--- src/rtl/dist_filter_if.sv ---
// dist_filter_if: raw topcalc distance samples in; averaged distance, BCD digits and stale flag out.
interface dist_filter_if #(
    parameter int DW = 6
);
    logic [DW-1:0] din;
    logic          din_valid;
    logic [2:0]    zero_in;
    logic [DW-1:0] dout;
    logic          dout_valid;
    logic [3:0]    bcd_tens;
    logic [3:0]    bcd_ones;
    logic          bcd_valid;
    logic          stale;
    modport master (
        output din, din_valid, zero_in,
        input  dout, dout_valid, bcd_tens, bcd_ones, bcd_valid, stale
    );
    modport slave (
        input  din, din_valid, zero_in,
        output dout, dout_valid, bcd_tens, bcd_ones, bcd_valid, stale
    );
endinterface

--- src/rtl/dist_filter.sv ---
// dist_filter: rejects no-match samples, moving-averages the rest, flags stale data and converts to BCD.
// Optional DIST_MEDIAN3_EN inserts a 3-tap median ahead of the averager.
module dist_filter #(
    parameter int DW = 6,
    parameter int LOG2_N = 3,
    parameter int STALE_CYC = 1000000
) (
    input logic clk,
    input logic rst,
    dist_filter_if.slave bus
);
    localparam int N = 1 << LOG2_N;
    localparam int SUMW = DW + LOG2_N;
    localparam int SW = $clog2(STALE_CYC + 1);
    localparam int CW = $clog2(DW + 1);
    localparam logic [LOG2_N:0] FULL = (LOG2_N + 1)'(N);
    localparam logic [SW-1:0] SMAX = SW'(STALE_CYC);
    localparam logic [SW-1:0] SPRE = SW'(STALE_CYC - 1);
    typedef enum logic [1:0] {IDLE, SHIFT, DONE} state_t;
    logic acc, expire, wr;
    logic [DW-1:0] wv;
    logic [DW-1:0] sbuf_q [N];
    logic [LOG2_N-1:0] wp_q;
    logic [LOG2_N:0] fill_q;
    logic [SUMW-1:0] sum_q;
    logic [SW-1:0] scnt_q;
    logic stale_q, wr_q, dv_q;
    logic [DW-1:0] dout_q;
    assign acc = bus.din_valid && bus.zero_in == 3'b000;
    assign expire = !acc && scnt_q == SPRE;
`ifdef DIST_MEDIAN3_EN
    logic [DW-1:0] m0_q, m1_q, med_q;
    logic [1:0] mcnt_q;
    logic mv_q;
    function automatic logic [DW-1:0] med3(input logic [DW-1:0] a, input logic [DW-1:0] b,
                                           input logic [DW-1:0] c);
        logic [DW-1:0] lo, hi;
        lo = a < b ? a : b;
        hi = a < b ? b : a;
        return c > hi ? hi : (c < lo ? lo : c);
    endfunction
    always_ff @(posedge clk or posedge rst) begin
        if (rst) begin
            m0_q <= '0;
            m1_q <= '0;
            med_q <= '0;
            mcnt_q <= '0;
            mv_q <= 1'b0;
        end else if (expire) begin
            m0_q <= '0;
            m1_q <= '0;
            mcnt_q <= '0;
            mv_q <= 1'b0;
        end else begin
            mv_q <= acc && mcnt_q == 2'd2;
            if (acc) begin
                med_q <= med3(m1_q, m0_q, bus.din);
                m1_q <= m0_q;
                m0_q <= bus.din;
                if (mcnt_q != 2'd2) mcnt_q <= mcnt_q + 2'd1;
            end
        end
    end
    assign wr = mv_q;
    assign wv = med_q;
`else
    assign wr = acc;
    assign wv = bus.din;
`endif
    always_ff @(posedge clk or posedge rst) begin
        if (rst) begin
            for (int i = 0; i < N; i++) sbuf_q[i] <= '0;
            wp_q <= '0;
            fill_q <= '0;
            sum_q <= '0;
            scnt_q <= '0;
            stale_q <= 1'b0;
            wr_q <= 1'b0;
            dv_q <= 1'b0;
            dout_q <= '0;
        end else begin
            wr_q <= wr;
            dv_q <= wr_q && fill_q == FULL;
            if (wr_q && fill_q == FULL) dout_q <= DW'(sum_q >> LOG2_N);
            if (acc) begin
                scnt_q <= '0;
                stale_q <= 1'b0;
            end else if (scnt_q != SMAX) begin
                scnt_q <= scnt_q + SW'(1);
            end
            // expiry restarts the window; an accepted sample on the same edge suppresses it
            if (expire) begin
                stale_q <= 1'b1;
                for (int i = 0; i < N; i++) sbuf_q[i] <= '0;
                wp_q <= '0;
                fill_q <= '0;
                sum_q <= '0;
            end else if (wr) begin
                sbuf_q[wp_q] <= wv;
                sum_q <= sum_q + SUMW'(wv) - SUMW'(sbuf_q[wp_q]);
                wp_q <= wp_q + LOG2_N'(1);
                if (fill_q != FULL) fill_q <= fill_q + (LOG2_N + 1)'(1);
            end
        end
    end
    state_t st_q, st_d;
    logic [DW-1:0] sh_q, sh_d, lat_q, lat_d;
    logic [3:0] t_q, t_d, o_q, o_d, ta, oa, tens_q, tens_d, ones_q, ones_d;
    logic [CW-1:0] cnt_q, cnt_d;
    logic pend_q, pend_d, bv_q, bv_d;
    always_comb begin
        st_d = st_q;
        sh_d = sh_q;
        t_d = t_q;
        o_d = o_q;
        cnt_d = cnt_q;
        pend_d = pend_q;
        lat_d = lat_q;
        tens_d = tens_q;
        ones_d = ones_q;
        bv_d = 1'b0;
        ta = t_q >= 4'd5 ? t_q + 4'd3 : t_q;
        oa = o_q >= 4'd5 ? o_q + 4'd3 : o_q;
        if (dv_q && st_q != IDLE) begin
            pend_d = 1'b1;
            lat_d = dout_q;
        end
        case (st_q)
            IDLE: if (dv_q) begin
                st_d = SHIFT;
                sh_d = dout_q;
                t_d = '0;
                o_d = '0;
                cnt_d = CW'(DW);
            end
            SHIFT: begin
                {t_d, o_d, sh_d} = {ta, oa, sh_q} << 1;
                cnt_d = cnt_q - CW'(1);
                if (cnt_q == CW'(1)) st_d = DONE;
            end
            default: begin
                tens_d = t_q;
                ones_d = o_q;
                bv_d = 1'b1;
                st_d = pend_d ? SHIFT : IDLE;
                if (pend_d) begin
                    sh_d = lat_d;
                    t_d = '0;
                    o_d = '0;
                    cnt_d = CW'(DW);
                    pend_d = 1'b0;
                end
            end
        endcase
    end
    always_ff @(posedge clk or posedge rst) begin
        if (rst) begin
            st_q <= IDLE;
            sh_q <= '0;
            lat_q <= '0;
            t_q <= '0;
            o_q <= '0;
            cnt_q <= '0;
            pend_q <= 1'b0;
            tens_q <= '0;
            ones_q <= '0;
            bv_q <= 1'b0;
        end else begin
            st_q <= st_d;
            sh_q <= sh_d;
            lat_q <= lat_d;
            t_q <= t_d;
            o_q <= o_d;
            cnt_q <= cnt_d;
            pend_q <= pend_d;
            tens_q <= tens_d;
            ones_q <= ones_d;
            bv_q <= bv_d;
        end
    end
    assign bus.dout = dout_q;
    assign bus.dout_valid = dv_q;
    assign bus.bcd_tens = tens_q;
    assign bus.bcd_ones = ones_q;
    assign bus.bcd_valid = bv_q;
    assign bus.stale = stale_q;
endmodule
--- src/flat_wrapper.sv ---
// flat-port wrapper written by rule: the top's interface ports become plain ports
module dist_filter_flat 
#(
    parameter int DW = 6,
    parameter int LOG2_N = 3,
    parameter int STALE_CYC = 1000000
)
  (clk, rst, bus_din, bus_din_valid, bus_zero_in, bus_dout, bus_dout_valid, bus_bcd_tens, bus_bcd_ones, bus_bcd_valid, bus_stale);
  dist_filter_if #(.DW(DW)) bus_i ();
  input logic clk;
  input logic rst;
  input wire logic [$bits(bus_i.din)-1:0] bus_din;
  input wire logic [$bits(bus_i.din_valid)-1:0] bus_din_valid;
  input wire logic [$bits(bus_i.zero_in)-1:0] bus_zero_in;
  output wire logic [$bits(bus_i.dout)-1:0] bus_dout;
  output wire logic [$bits(bus_i.dout_valid)-1:0] bus_dout_valid;
  output wire logic [$bits(bus_i.bcd_tens)-1:0] bus_bcd_tens;
  output wire logic [$bits(bus_i.bcd_ones)-1:0] bus_bcd_ones;
  output wire logic [$bits(bus_i.bcd_valid)-1:0] bus_bcd_valid;
  output wire logic [$bits(bus_i.stale)-1:0] bus_stale;
  assign bus_i.din = bus_din;
  assign bus_i.din_valid = bus_din_valid;
  assign bus_i.zero_in = bus_zero_in;
  assign bus_dout = bus_i.dout;
  assign bus_dout_valid = bus_i.dout_valid;
  assign bus_bcd_tens = bus_i.bcd_tens;
  assign bus_bcd_ones = bus_i.bcd_ones;
  assign bus_bcd_valid = bus_i.bcd_valid;
  assign bus_stale = bus_i.stale;
  dist_filter #(.DW(DW), .LOG2_N(LOG2_N), .STALE_CYC(STALE_CYC)) u_core (.clk(clk), .rst(rst), .bus(bus_i));
endmodule
--- config.mk ---
export PLATFORM = sky130hd
export DESIGN_NAME = dist_filter_flat
export DESIGN_NICKNAME = d
export VERILOG_FILES = /design/src/rtl/dist_filter_if.sv /design/src/rtl/dist_filter.sv /design/src/flat_wrapper.sv
export SDC_FILE = /design/constraint.sdc
export NUM_CORES = 1
export LEC_CHECK = 0
export CORE_MARGIN = 2
export CORE_UTILIZATION = 45
export DETAILED_ROUTE_END_ITERATION = 10
export PLACE_DENSITY_LB_ADDON = 0.15
export SYNTH_ARGS = -nofsm -noshare
export SYNTH_HDL_FRONTEND = slang
export SYNTH_SLANG_ARGS = --single-unit
--- constraint.sdc ---
create_clock -name clk -period 3.89 [get_ports clk]
set_input_delay 0.778 -clock clk [delete_from_list [all_inputs] [get_ports clk]]
set_output_delay 0.778 -clock clk [all_outputs]
set_load 0.05 [all_outputs]
==> impl_metrics.json <==
{
  "hold_violations": 0,
  "drive_gt1_share_pct": 13.6,
  "core_um2": 14000,
  "die_h_um": 124,
  "p_int_mw": 3.49,
  "wirelength_mm": 13.9,
  "tns_ns": 0,
  "comb_power_share_pct": 32.8,
  "cts-root-buf": "clkbuf_16",
  "synth_nets": 678,
  "cts_resized": 0,
  "p_clk_share_pct": 32.2,
  "drt_first_pass_iters": 4,
  "clock_latency_ns": 0.41,
  "nets": 710,
  "ys_seq_elements": 128,
  "n_antenna_cell": 0,
  "drv_slew": 0,
  "critPathArrivalTime_ns": 3.85,
  "post_cts_buffers": 0,
  "ant_nets": 0,
  "tightest_slew_ns": 1.07,
  "p_leak_nw": 3.46,
  "synth_ff_type": "dfrtp_1",
  "crit_required_ns": 4.22,
  "cts_num_sinks": 128,
  "antenna_found_initial": 0,
  "vdd_drop_max_mv": 0.400,
  "synth_edf_count": 0,
  "htreeDepth": 4,
  "final_cells": 865,
  "num-fill-cells": 1246,
  "synthTopCellsByArea": "dfrtp_1 49%, nand2_1 5.7%, o21ai_0 5.6%",
  "power_density_nw_per_um2": 681,
  "portBuffers": 28,
  "final_cell_mix": "128 x dfrtp_1, 99 x nand2_1, 73 x o21ai_0",
  "rsz0062_at_grt": "false",
  "hp-class": "reg2reg",
  "p_sw_share_pct": 33.2,
  "slowest_delay_ns": 0.52,
  "cap_violations": 0,
  "grt_start_max_net_pins": 53,
  "setup.worst_path.class": "reg2reg",
  "vias": 4630,
  "grt_overflow": 0,
  "path_buf_inv": 2,
  "rows": 43,
  "final_common_cell": "dfrtp_1",
  "areaGrowthSynthToFinish_pct": 17.6,
  "setup_viol": 0,
  "critical_path.top_delay_family": "adder cells",
  "slowest_stage": "mux4_2",
  "place_congestion": 0.838,
  "netlist_area_um2": 6520,
  "dp_hpwl_mm": 9.14,
  "fin_skew_ns": 0.00756,
  "dpl_cell_area_um2": 7040,
  "fmax_ghz": 0.284,
  "synth_top_area_share_pct": 49.1,
  "cts_made_buffers": 17,
  "first_iter_violations": 337,
  "path_cells": "buf_12 -> mux4_2 -> mux2_2 -> fa_1 -> inv_1 -> ha_1 -> a21o_1 -> or4_1 -> a311o_1 -> o21ai_0",
  "die_area_um2": 15500,
  "vias_per_cell": 5.35,
  "synth.distinct_cells": 57,
  "design_area_um2": 7670,
  "avgSynthCellArea_um2": 10.2,
  "fin_crit_sh_pct": 90.6,
  "yosysWarningCount": 0,
  "dp_cells": 833,
  "path_clk_slew_ns": 0.06,
  "end_kind": "register",
  "cp-start-kind": "register",
  "grtUsageTotal_pct": 19.2,
  "switchingPower_mw": 1.73,
  "drc_errors": 0,
  "final.setup.worst_slack_ns": 0.367,
  "die_w_um": 124,
  "start_util_pct": 46.4,
  "crit_fanout": 20,
  "grt_first_pass_wirelength_mm": 23.8,
  "p_seq_share_pct": 34.9,
  "syn_inst": 640,
  "grt_pass1_vias": 4680,
  "wl_per_cell_um": 16.1,
  "ios": 29,
  "yosysTopAreaCell": "dfrtp_1",
  "cts_tree": "done",
  "cts_buffer_depth": 2,
  "finalCriticalPeriod_ns": 3.52,
  "async_reset_ff_share_pct": 100,
  "hold_buffers": 0,
  "seq_area_frac_synth_pct": 49.1,
  "status": "finished clean",
  "pre_cts_ws_ns": 0.266,
  "relSlewSlack_pct": 28.1
}
[through the flow]
| stage | power, mW | hold WS [ns] | util (%) |
|---|---|---|---|
| floorplan | 3.13 | 0.443 | - |
| global placement | 3.51 | 0.459 | 50.2 |
| detailed placement | 3.54 | 0.468 | 50.2 |
| CTS | 5.25 | 0.481 | 54.6 |
| global route | 5.58 | 0.504 | 54.6 |
| finish | 5.22 | 0.479 | 54.6 |
[final timing paths]
path	endpoint	slack, ns	from	cells past startpoint
max in group asynchronous	u_core.sbuf_q[33]$_DFFE_PP0P_	2.24	rst	3
min reg2reg	u_core.sh_q[5]$_DFFE_PP0P_	0.48	u_core.sh_q[5]$_DFFE_PP0P_	2
max reg2reg	u_core.sum_q[8]$_DFFE_PP0P_	0.37	u_core.wp_q[0]$_DFFE_PP0P_	10
min in group asynchronous	u_core.bus.bcd_ones[3]$_DFFE_PP0P_	0.91	rst	2
max	u_core.sum_q[8]$_DFFE_PP0P_	0.37	u_core.wp_q[0]$_DFFE_PP0P_	10
min	u_core.sh_q[5]$_DFFE_PP0P_	0.48	u_core.sh_q[5]$_DFFE_PP0P_	2
[routing by layer]
layer  GRT usage [%]  vias to the layer above  wire length [um]
li1                -                     2253                 -
met1            26.7                     2281              6580
met2            30.1                       88              6530
met3            5.33                        8               717
met4            4.43                        0               117
met5               0                        -                 0
[final cells by class]
type	count	area (um2)	area share [%]
multi-input combinational	437	3010	39.2
tap	180	225	2.94
inverter	44	169	2.20
timing repair buffer	44	438	5.71
clock inverter	10	159	2.07
clock buffer	22	464	6.06
sequential	128	3200	41.8
[power groups by stage]
stage | clock network, mW | registers [mW] | logic, mW
after floorplan | 0 | 1.77 | 1.36
after global placement | 0 | 1.83 | 1.68
after detailed placement | 0 | 1.84 | 1.71
after CTS | 1.71 | 1.82 | 1.72
after global routing | 1.78 | 1.86 | 1.94
final | 1.68 | 1.82 | 1.71
[Yosys cell counts, types with 2 or more instances]
cell type and count:
a211oi_1 2, a21o_1 3, a21oi_1 12, a222oi_1 2, a22o_1 3, a22oi_1 2, and3_1 6, and3_2 3
and4_1 2, buf_1 2, buf_2 4, buf_6 3, clkbuf_1 21, dfrtp_1 128, fa_1 6, ha_1 20
inv_1 44, mux2_2 23, mux2i_1 16, mux4_2 12, nand2_1 99, nand2b_1 9, nand3_1 24, nand4_1 3
nor2_1 48, nor2b_1 2, nor3_1 4, nor3b_1 5, nor4_4 2, o21a_1 2, o21ai_0 73, o21ai_1 2
o22ai_1 2, o31ai_1 2, or3_1 4, or4b_1 2, xnor2_1 12, xor2_1 12
[cells by family after synthesis]
group	synth area share, %
AO/OA/AOI/OAI	10.0
XOR/XNOR	3.22
adder cells (fa/ha/maj)	5.68
buffers and inverters	4.80
flip-flops	49.1
multiplexers	10.6
AND/OR/NAND/NOR	16.5
[flip-flops by register name (all words and copies together) (netlist names)]
signal / count
u_core.cnt_q: 3
u_core.t_q: 4
u_core.sh_q: 6
u_core.sbuf_q: 48
u_core.bus.dout: 6
u_core.bus.bcd_valid: 1
u_core.wp_q: 3
u_core.lat_q: 6
u_core.wr_q: 1
u_core.sum_q: 9
u_core.pend_q: 1
u_core.bus.stale: 1
u_core.st_q: 2
u_core.fill_q: 4
u_core.o_q: 4
u_core.bus.bcd_tens: 4
u_core.bus.bcd_ones: 4
u_core.scnt_q: 20
u_core.bus.dout_valid: 1
[worst min-delay path, stage by stage, from the launching register on]
cell     delay, ns
dfrtp_1       0.34
nand2_1       0.05
o21ai_0       0.06
Power figures use the tool's default switching activity.
